$ cat src/rtl/div_seq_pkg.sv
// Shared ALU definitions for the iterative divider: default width, FSM
// state encoding and the quotient value reported for a zero divisor.
package div_seq_pkg;

   localparam int DIV_WIDTH = 32;

   typedef enum logic [1:0] {
      IDLE,
      CALC,
      FIX,
      DONE
   } div_state_e;

   // A divide by zero returns an all-ones quotient, as RISC-V M requires.
   localparam logic [DIV_WIDTH-1:0] DIV_ZERO_QUOT = '1;

endpackage

$ cat src/rtl/div_sub_step.sv
// Combinational W-bit subtract a - b, done as a + ~b + 1 on the adder.
// The carry out is set exactly when a >= b (unsigned), which is the
// "trial subtraction succeeded" flag. With a = 0 the same block acts as
// a two's-complement negator.
module div_sub_step #(
   parameter int W = 33
) (
   input  logic [W-1:0] a_i,
   input  logic [W-1:0] b_i,
   output logic [W-1:0] diff_o,
   output logic         nonNeg_o
);

   // Inverted second operand with carry-in 1; the extra top bit is the carry out.
   always_comb begin
      {nonNeg_o, diff_o} = {1'b0, a_i} + {1'b0, ~b_i} + {{W{1'b0}}, 1'b1};
   end

endmodule

$ cat src/rtl/div_seq.sv
// Iterative restoring divider producing one quotient bit per cycle.
// Works on magnitudes, then fixes the signs of quotient and remainder in
// a single extra cycle. Results follow RISC-V DIV/DIVU/REM/REMU rules.
module div_seq
   import div_seq_pkg::*;
#(
   parameter int WIDTH = DIV_WIDTH
) (
   input  logic             clk,
   input  logic             rst,
   input  logic             in_valid,
   output logic             in_ready,
   input  logic [WIDTH-1:0] dividend,
   input  logic [WIDTH-1:0] divisor,
   input  logic             is_signed,
   output logic             out_valid,
   input  logic             out_ready,
   output logic [WIDTH-1:0] quotient,
   output logic [WIDTH-1:0] remainder,
   output logic             div_by_zero
);

   localparam int CNT_W = $clog2(WIDTH);
   localparam logic [WIDTH-1:0] ZERO_QUOT = {WIDTH{&DIV_ZERO_QUOT}};

   div_state_e       state_q, state_d;
   logic [CNT_W-1:0] cnt_q, cnt_d;
   logic [WIDTH-1:0] dvdMag_q, dvdMag_d;
   logic [WIDTH-1:0] dvsMag_q, dvsMag_d;
   logic [WIDTH-1:0] partRem_q, partRem_d;
   logic [WIDTH-1:0] qAcc_q, qAcc_d;
   logic             negQ_q, negQ_d;
   logic             negR_q, negR_d;
   logic [WIDTH-1:0] quot_q, quot_d;
   logic [WIDTH-1:0] rem_q, rem_d;
   logic             dbz_q, dbz_d;

   // The stored partial remainder is always below the divisor, so it fits in
   // WIDTH bits; only the shifted value needs the extra bit.
   logic [WIDTH:0]   shiftRem;
   logic [WIDTH:0]   trialDiff;
   logic             trialNonNeg;
   logic [WIDTH-1:0] negAIn, negAOut, negBIn, negBOut;
   logic             negAZero, negBZero;
   logic             dvdNeg, dvsNeg;
   logic             unusedSink;

   assign shiftRem = {partRem_q, dvdMag_q[WIDTH-1]};

   div_sub_step #(.W(WIDTH + 1)) uTrial (
      .a_i      (shiftRem),
      .b_i      ({1'b0, dvsMag_q}),
      .diff_o   (trialDiff),
      .nonNeg_o (trialNonNeg)
   );

   // The two negators are shared: operands in IDLE, results in FIX.
   assign negAIn = (state_q == FIX) ? qAcc_q    : dividend;
   assign negBIn = (state_q == FIX) ? partRem_q : divisor;

   div_sub_step #(.W(WIDTH)) uNegA (
      .a_i      ({WIDTH{1'b0}}),
      .b_i      (negAIn),
      .diff_o   (negAOut),
      .nonNeg_o (negAZero)
   );

   div_sub_step #(.W(WIDTH)) uNegB (
      .a_i      ({WIDTH{1'b0}}),
      .b_i      (negBIn),
      .diff_o   (negBOut),
      .nonNeg_o (negBZero)
   );

   assign unusedSink = ^{trialDiff[WIDTH], negAZero, negBZero};

   assign dvdNeg      = is_signed & dividend[WIDTH-1];
   assign dvsNeg      = is_signed & divisor[WIDTH-1];
   assign in_ready    = (state_q == IDLE);
   assign out_valid   = (state_q == DONE);
   assign quotient    = quot_q;
   assign remainder   = rem_q;
   assign div_by_zero = dbz_q;

   // Next-state and datapath control: capture, iterate, sign-fix, hand off.
   always_comb begin
      state_d   = state_q;
      cnt_d     = cnt_q;
      dvdMag_d  = dvdMag_q;
      dvsMag_d  = dvsMag_q;
      partRem_d = partRem_q;
      qAcc_d    = qAcc_q;
      negQ_d    = negQ_q;
      negR_d    = negR_q;
      quot_d    = quot_q;
      rem_d     = rem_q;
      dbz_d     = dbz_q;
      unique case (state_q)
         IDLE: begin
            if (in_valid) begin
               if (divisor == '0) begin
                  quot_d  = ZERO_QUOT;
                  rem_d   = dividend;
                  dbz_d   = 1'b1;
                  state_d = DONE;
               end else begin
                  dvdMag_d  = dvdNeg ? negAOut : dividend;
                  dvsMag_d  = dvsNeg ? negBOut : divisor;
                  negQ_d    = dvdNeg ^ dvsNeg;
                  negR_d    = dvdNeg;
                  partRem_d = '0;
                  qAcc_d    = '0;
                  cnt_d     = CNT_W'(WIDTH - 1);
                  state_d   = CALC;
               end
            end
         end
         CALC: begin
            partRem_d = trialNonNeg ? trialDiff[WIDTH-1:0] : shiftRem[WIDTH-1:0];
            qAcc_d    = {qAcc_q[WIDTH-2:0], trialNonNeg};
            dvdMag_d  = {dvdMag_q[WIDTH-2:0], 1'b0};
            cnt_d     = cnt_q - 1'b1;
            if (cnt_q == '0) begin
               state_d = FIX;
            end
         end
         FIX: begin
            quot_d  = negQ_q ? negAOut : qAcc_q;
            rem_d   = negR_q ? negBOut : partRem_q;
            dbz_d   = 1'b0;
            state_d = DONE;
         end
         DONE: begin
            if (out_ready) begin
               state_d = IDLE;
            end
         end
         default: state_d = IDLE;
      endcase
   end

   // State and datapath registers; reset drops any operation in flight.
   always_ff @(posedge clk or posedge rst) begin
      if (rst) begin
         state_q   <= IDLE;
         cnt_q     <= '0;
         dvdMag_q  <= '0;
         dvsMag_q  <= '0;
         partRem_q <= '0;
         qAcc_q    <= '0;
         negQ_q    <= 1'b0;
         negR_q    <= 1'b0;
         quot_q    <= '0;
         rem_q     <= '0;
         dbz_q     <= 1'b0;
      end else begin
         state_q   <= state_d;
         cnt_q     <= cnt_d;
         dvdMag_q  <= dvdMag_d;
         dvsMag_q  <= dvsMag_d;
         partRem_q <= partRem_d;
         qAcc_q    <= qAcc_d;
         negQ_q    <= negQ_d;
         negR_q    <= negR_d;
         quot_q    <= quot_d;
         rem_q     <= rem_d;
         dbz_q     <= dbz_d;
      end
   end

endmodule

$ cat config.mk
export PLATFORM = sky130hd
export DESIGN_NAME = div_seq
export DESIGN_NICKNAME = d
export VERILOG_FILES = /design/src/rtl/div_seq_pkg.sv /design/src/rtl/div_sub_step.sv /design/src/rtl/div_seq.sv
export SDC_FILE = /design/constraint.sdc
export NUM_CORES = 1
export LEC_CHECK = 0
export CAP_MARGIN = 10
export CORE_AREA = 2 2 153 170
export CTS_CLUSTER_SIZE = 10
export DETAILED_ROUTE_END_ITERATION = 10
export DIE_AREA = 0 0 155 172
export PLACE_DENSITY = 0.81
export SKIP_LAST_GASP = 1
export SYNTH_ARGS = -nofsm -noshare
export SYNTH_HDL_FRONTEND = slang
export SYNTH_SLANG_ARGS = --single-unit
$ cat constraint.sdc
create_clock -name clk -period 7.9 [get_ports clk]
set_clock_uncertainty 0.2 [all_clocks]
set_input_delay 1.185 -clock clk [delete_from_list [all_inputs] [get_ports clk]]
set_output_delay 1.185 -clock clk [all_outputs]
set_load 0.03 [all_outputs]
* Yosys cells after proc, flatten, opt, wreduce, memory -nomap -nowiden
Index checks and enable logic that the tools add are counted.
** Operators by class
- $add $sub $neg :: 5
- Equal/unequal tests :: 8
- Multiplexer cells :: 31
- Bitwise logic cells :: 7
- Reductions and logical operators :: 9
** Operators with widths (count)
- $mux W32 :: 15
- $pmux W32 S2 :: 5
- $add A32 B1 Y32 const B :: 2
- $not A32 Y32 :: 2
- $add A33 B33 Y34 :: 1
- $add A34 B1 Y34 const B :: 1
- $not A32 Y33 :: 1
- $logic_not A32 Y1 :: 1
- $reduce_and A3 Y1 :: 4
- $mux W5 :: 2
- $pmux W5 S2 :: 1
- $mux W2 :: 4
- $pmux W2 S4 :: 1
- $ne A2 B2 Y1 const B :: 3
- $logic_not A5 Y1 :: 1
- $sub A5 B1 Y5 const B :: 1
- $eq A2 B2 Y1 const B :: 2
- $ne A2 B1 Y1 const B :: 2
- $reduce_bool A2 Y1 :: 2
- $and A1 B1 Y1 :: 2
- $eq A2 B1 Y1 const B :: 1
- $logic_not A2 Y1 :: 1
- $mux W1 :: 2
- $pmux W1 S2 :: 1
- other kinds (2) :: 2
** Storage, ports and cells
- Register bits after elaboration :: 202
- Bits of input ports :: 69
- Output and inout port bits :: 67
- Logic and storage cells :: 71

* Logic depth before layout (Yosys ltp)
- Depth after elaboration :: 8
- Depth in mapped cells :: 21
- Mapped depth without buffers :: 11

* Modules after synthesis
From an unflattened synthesis, not the netlist that was laid out.
** Unflattened totals
- Cells, all modules :: 1831
- Area total of the unflattened synthesis :: 16699.8 um^2
** Modules (own cells, without submodules)
- div_seq :: times used 1, cells an instance 1017, area an instance 11103.1 um^2, seq. area each 5054.8 um^2
- div_sub_step (uNegB) :: times used 1, cells an instance 302, area an instance 1981.9 um^2, seq. area each 0.0 um^2
- div_sub_step (uTrial) :: times used 1, cells an instance 268, area an instance 1904.3 um^2, seq. area each 0.0 um^2
- div_sub_step (uNegA) :: times used 1, cells an instance 244, area an instance 1710.4 um^2, seq. area each 0.0 um^2

* Worst setup path before layout
OpenSTA, ideal clock, no wires.
- Kind :: register -> register
- From :: reg state_q[0]
- To :: reg quot_q[28] (netlist: quotient[28])
- Library setup time :: 141 ps
- Data arrival time :: 4893 ps
- Required time :: 7559 ps
- Path slack :: 2666 ps
- Cell stages (with the launch flop) :: 22
- Buffers on the path :: 10
- Period minus slack after synthesis :: 5234 ps
- Cell sequence :: dfrtp_1 inv_1 ha_1 buf_6 buf_6 buf_4 clkbuf_1 buf_2 buf_2 buf_2 clkbuf_1 buf_1 mux2i_1 ha_1 o221ai_2 or4_4 or2_1 buf_6 nor4_2 nand2b_1 xor2_1 a31oi_1
** On the way
- Longest elaborated chain between the ends :: 6
- Elaborated cells on any way between the ends :: 11
- Classes of those cells :: 1 x add/sub; 3 x eq/ne; 3 x mux; 1 x bitwise; 3 x reduce/logical
** Ends and longest elaborated chain
- from (decl) :: line div_seq.sv:26 : div_state_e state_q, state_d;
- from (signal assigned) :: line div_seq.sv:157 : state_q <= state_d;
- $eq A2 B2 Y1 :: line div_seq.sv:58, div_seq.sv:98
- $mux W32 :: line div_seq.sv:58 : assign negAIn = (state_q == FIX) ? qAcc_q : dividend;
- $not A32 Y32 :: line div_sub_step.sv:16 : {nonNeg_o, diff_o} = {1'b0, a_i} + {1'b0, ~b_i} + {{W{1'b0}}, 1'b1};
- $add A32 B1 Y32 :: line div_sub_step.sv:16
- $mux W32 :: line div_seq.sv:128 : quot_d = negQ_q ? negAOut : qAcc_q;
- $pmux W32 S2 :: line div_seq.sv:98 : unique case (state_q)
- to (signal assigned) :: line div_seq.sv:165 : quot_q <= quot_d;
- to (decl) :: line div_seq.sv:34 : logic [WIDTH-1:0] quot_q, quot_d;
Parallel ways exist; a longest one is shown, timed or not.
A chain may end at the register's enable or synchronous reset.

* Worst setup path after layout
- From :: in divisor[20]
- To :: reg partRem_q[24]
** On the way
- Longest elaborated chain between the ends :: 3
** Ends and longest elaborated chain
- from (decl) :: line div_seq.sv:14 : input logic [WIDTH-1:0] divisor,
- $logic_not A32 Y1 :: line div_seq.sv:101 : if (divisor == '0) begin
- $ne A2 B2 Y1 (no line)
- $reduce_and A3 Y1 (no line)
- to (signal assigned) :: line div_seq.sv:161 : partRem_q <= partRem_d;
- to (decl) :: line div_seq.sv:30 : logic [WIDTH-1:0] partRem_q, partRem_d;
No other way between the ends.

==> results.py <==
metrics = {
    "clock_tree": {
        "cts_hold_buf": 0,
        "tritoncts_clock_tree": "done",
        "clk_root_buffer_cell": "sky130_fd_sc_hd__clkbuf_16",
        "num_cts_buffers": 24,
        "postCtsSetupBuffers": 0,
        "clockBufferDepth": 3,
        "path_clk_slew_ns": 0.05,
        "cts_resized": 0,
        "clk-insertion-delay-late_ns": 0.53,
        "ctsHtreeMaxLevel": 1,
        "clock-sinks": 202,
    },
    "floorplanning": {
        "core_area_um2": 25000,
        "initial_core_util": 0.584,
        "std_cell_rows": 61,
        "fp.dieH_um": 172,
        "design.portCount": 136,
        "die_footprint_um2": 26700,
        "die_x_um": 155,
    },
    "logic_synthesis": {
        "postSynthRegisterBits": 202,
        "post_synth_inst_count": 1843,
        "number_of_enable_type_register_cells_in_the_synthesized_netlist": 0,
        "postSynth.asyncResetShare": 1.00,
        "synth.lib_cells_used.distinct": 78,
        "net_count_after_synthesis": 1953,
        "mappedNetlistArea_um2": 14600,
        "synth_seq_area_share": 0.347,
        "avgSynthCellArea_um2": 7.91,
        "synth_top_flop_cell": "sky130_fd_sc_hd__dfrtp_1",
        "yosys_warnings": 0,
    },
    "drt": {
        "dr.pass1.iters": 6,
        "post_drt_via_cell_ratio": 6.44,
        "remaining_drc_errors": 0,
        "wirelength_um": 44800,
        "ant_nets": 0,
        "drt-wirelength-per-cell_um": 20.3,
        "initialDrtViolationCount": 1533,
        "route.vias.total": 14200,
    },
    "worst_setup_path": {
        "crit_path_start_kind": "primary input",
        "timing.critical_path.arrival_ns": 5.24,
        "r2r_setup_slack_ns": 3.00,
        "criticalPathCategory": "in2reg",
        "timing.critical_path.to_type": "flip-flop",
        "worst-r2r-cell-count": 11,
        "worst_setup_path_endpoint": "partRem_q[24]",
        "critical_path_required_ns": 8.07,
        "crit_path_start": "divisor[20]",
        "worstReg2RegEnd": "quotient[30]",
        "critical_path_peak_fanout": 52,
        "r2r_start": "state_q[0]",
    },
    "timing": {
        "timing.slew.headroom": 0.211,
        "unrepaired_setup_endpoints_after_global_routing": "no",
        "hold_violation_count_in_the_final_report": 0,
        "maxSlewViolCount": 0,
        "period_minus_slack_ns": 5.07,
        "worstMarginPinSlew_ns": 1.18,
        "max_clock_freq_ghz": 0.197,
        "timing.setup.tns_ns": 0,
        "final.period_utilization": 0.642,
        "number_of_setup_violations_in_the_final_report": 0,
    },
    "flow_run": {
        "drv_cap": 0,
    },
    "layout": {
        "final_layout_size_suffix_gt1_frac": 0.0513,
        "postLayoutCellArea_um2": 16600,
        "finish.net_count": 1995,
        "final_cell_mix": "sky130_fd_sc_hd__nand2_1 (241), sky130_fd_sc_hd__dfrtp_1 (202), sky130_fd_sc_hd__o21ai_0 (185)",
        "insertedDiodeCount": 0,
        "flow.area_growth_from_synthesis_pct": 14.2,
        "mostFrequentLayoutCell": "sky130_fd_sc_hd__nand2_1",
    },
    "power": {
        "static-leakage-power_nw": 6.88,
        "power_frac_comb": 0.574,
        "vdd_ir_drop_max_v": 0.000247,
        "net-switching-power_mw": 2.88,
        "power_density_nw_per_um2": 364,
        "p_clk_frac": 0.163,
        "sequentialPowerShare": 0.263,
        "cellInternalPower_mw": 3.17,
        "switching_share": 0.476,
    },
    "grt": {
        "initial_antenna_violation_count": 0,
        "globalRouteOverflowTotal": 0,
        "grt_pass1_vias": 13300,
        "wire_length_of_the_first_global_routing_pass_um": 71700,
        "gr-usage-all-layers": 0.334,
        "grt_start_max_net_pins": 123,
    },
    "hold_path": {
        "hold-path-cell-count": 1,
        "hp-class": "reg2reg",
    },
    "placed_design": {
        "place.detailed.hpwl_um": 31300,
        "detailed_place.area_um2": 16000,
        "number_of_input_and_output_port_buffers_inserted": 135,
        "gpl.final_weighted_congestion": 1.06,
    },
    "status": {
        "outcome": "finished, final reports clean",
    },
}
==> logic make-up after synthesis <==
logic type / Yosys count / synth area share
XOR/XNOR: 137 / 0.0823
AO/OA/AOI/OAI: 577 / 0.248
adder cells (fa/ha/maj): 41 / 0.0357
multiplexers: 34 / 0.0239
buffers and inverters: 196 / 0.0546
flip-flops: 202 / 0.347
AND/OR/NAND/NOR: 656 / 0.209
==> metrics by stage <==
step                      setup WS, ns  hold WS (ns)  total power, mW  cells  utilization
after global routing              2.72         0.294             6.46   2204        0.667
final                             2.83         0.274             6.05   2204        0.667
after floorplan                   1.00         0.250             4.03   1843            -
after global placement            2.49         0.252             4.92   2173        0.640
after CTS                         2.92         0.277             6.00   2203        0.666
after detailed placement          2.43         0.265             5.00   2173        0.640
==> how the worst min path moves through the flow <==
stage                        startpoint  slack [ns]            end
after floorplan            dvsMag_q[10]        0.25   dvsMag_q[10]
after global placement     remainder[4]        0.25   remainder[4]
after detailed placement   remainder[5]        0.26   remainder[5]
after CTS                  remainder[5]        0.28   remainder[5]
after global routing      remainder[22]        0.29  remainder[22]
final                      remainder[5]        0.27   remainder[5]
==> per-layer routing <==
layer	up-vias	global-route usage	wire length, µm
met2	718	0.518	19800
li1	6652	-	-
met3	148	0.0441	3590
met4	0	0.168	2270
met1	6679	0.462	19100
met5	-	0	0
==> power by group through the flow <==
stage                     Sequential (mW)  Combinational, mW  Clock [mW]
after floorplan                      1.79               2.24           0
after global placement               1.59               3.33           0
after detailed placement             1.60               3.40           0
after CTS                            1.59               3.42       0.992
after global routing                 1.62               3.80        1.04
final                                1.59               3.47       0.986
==> area by class of cell <==
type	count	area (µm²)
Tap cell	315	394
Inverter	55	214
Timing Repair Buffer	157	1520
Sequential cell	202	5050
Multi-Input combinational cell	1445	8800
Clock inverter	1	5.00
Fill cell	2062	8320
Clock buffer	29	651
==> critical path: stages <==
cell and delay (ns):
sky130_fd_sc_hd__clkdlybuf4s50_1 0.62, sky130_fd_sc_hd__nor4_1 0.92, sky130_fd_sc_hd__nand4_1 0.61, sky130_fd_sc_hd__o21ba_2 0.40
sky130_fd_sc_hd__buf_4 0.28, sky130_fd_sc_hd__nor2_1 0.42, sky130_fd_sc_hd__nor2_4 0.07, sky130_fd_sc_hd__buf_4 0.33
sky130_fd_sc_hd__a32oi_1 0.28, sky130_fd_sc_hd__o21ai_0 0.10
==> sequential cells by signal, summed over array words and instances (netlist names) <==
register     cells
remainder       32
negR_q           1
qAcc_q          32
quotient        32
dvsMag_q        32
partRem_q       32
div_by_zero      1
cnt_q            5
negQ_q           1
state_q          2
dvdMag_q        32
==> cell usage after synthesis, drive strengths merged (6+ instances only) <==
master / count / area (µm²)
nand2: 241 / 905
o22ai: 17 / 106
buf: 30 / 173
nand2b: 14 / 87.6
a21oi: 133 / 666
inv: 54 / 203
nor3b: 19 / 153
mux2i: 28 / 280
xnor2: 48 / 420
and2: 7 / 43.8
clkbuf: 111 / 417
mux2: 6 / 67.6
a22oi: 30 / 225
a21o: 32 / 241
o21ai: 192 / 961
a221oi: 11 / 103
nor2b: 9 / 56.3
nor3: 45 / 230
nor4: 21 / 186
o221ai: 15 / 150
a31oi: 31 / 194
o211ai: 14 / 105
or2: 6 / 37.5
ha: 40 / 500
xor2: 89 / 780
a32oi: 15 / 131
o21a: 9 / 67.6
nand4: 13 / 81.3
and3: 10 / 62.6
or3: 11 / 68.8
nand3: 68 / 345
dfrtp: 202 / 5050
o31ai: 9 / 67.6
a211oi: 25 / 188
nor2: 178 / 668
No activity file was read; power rests on OpenSTA's default activity.
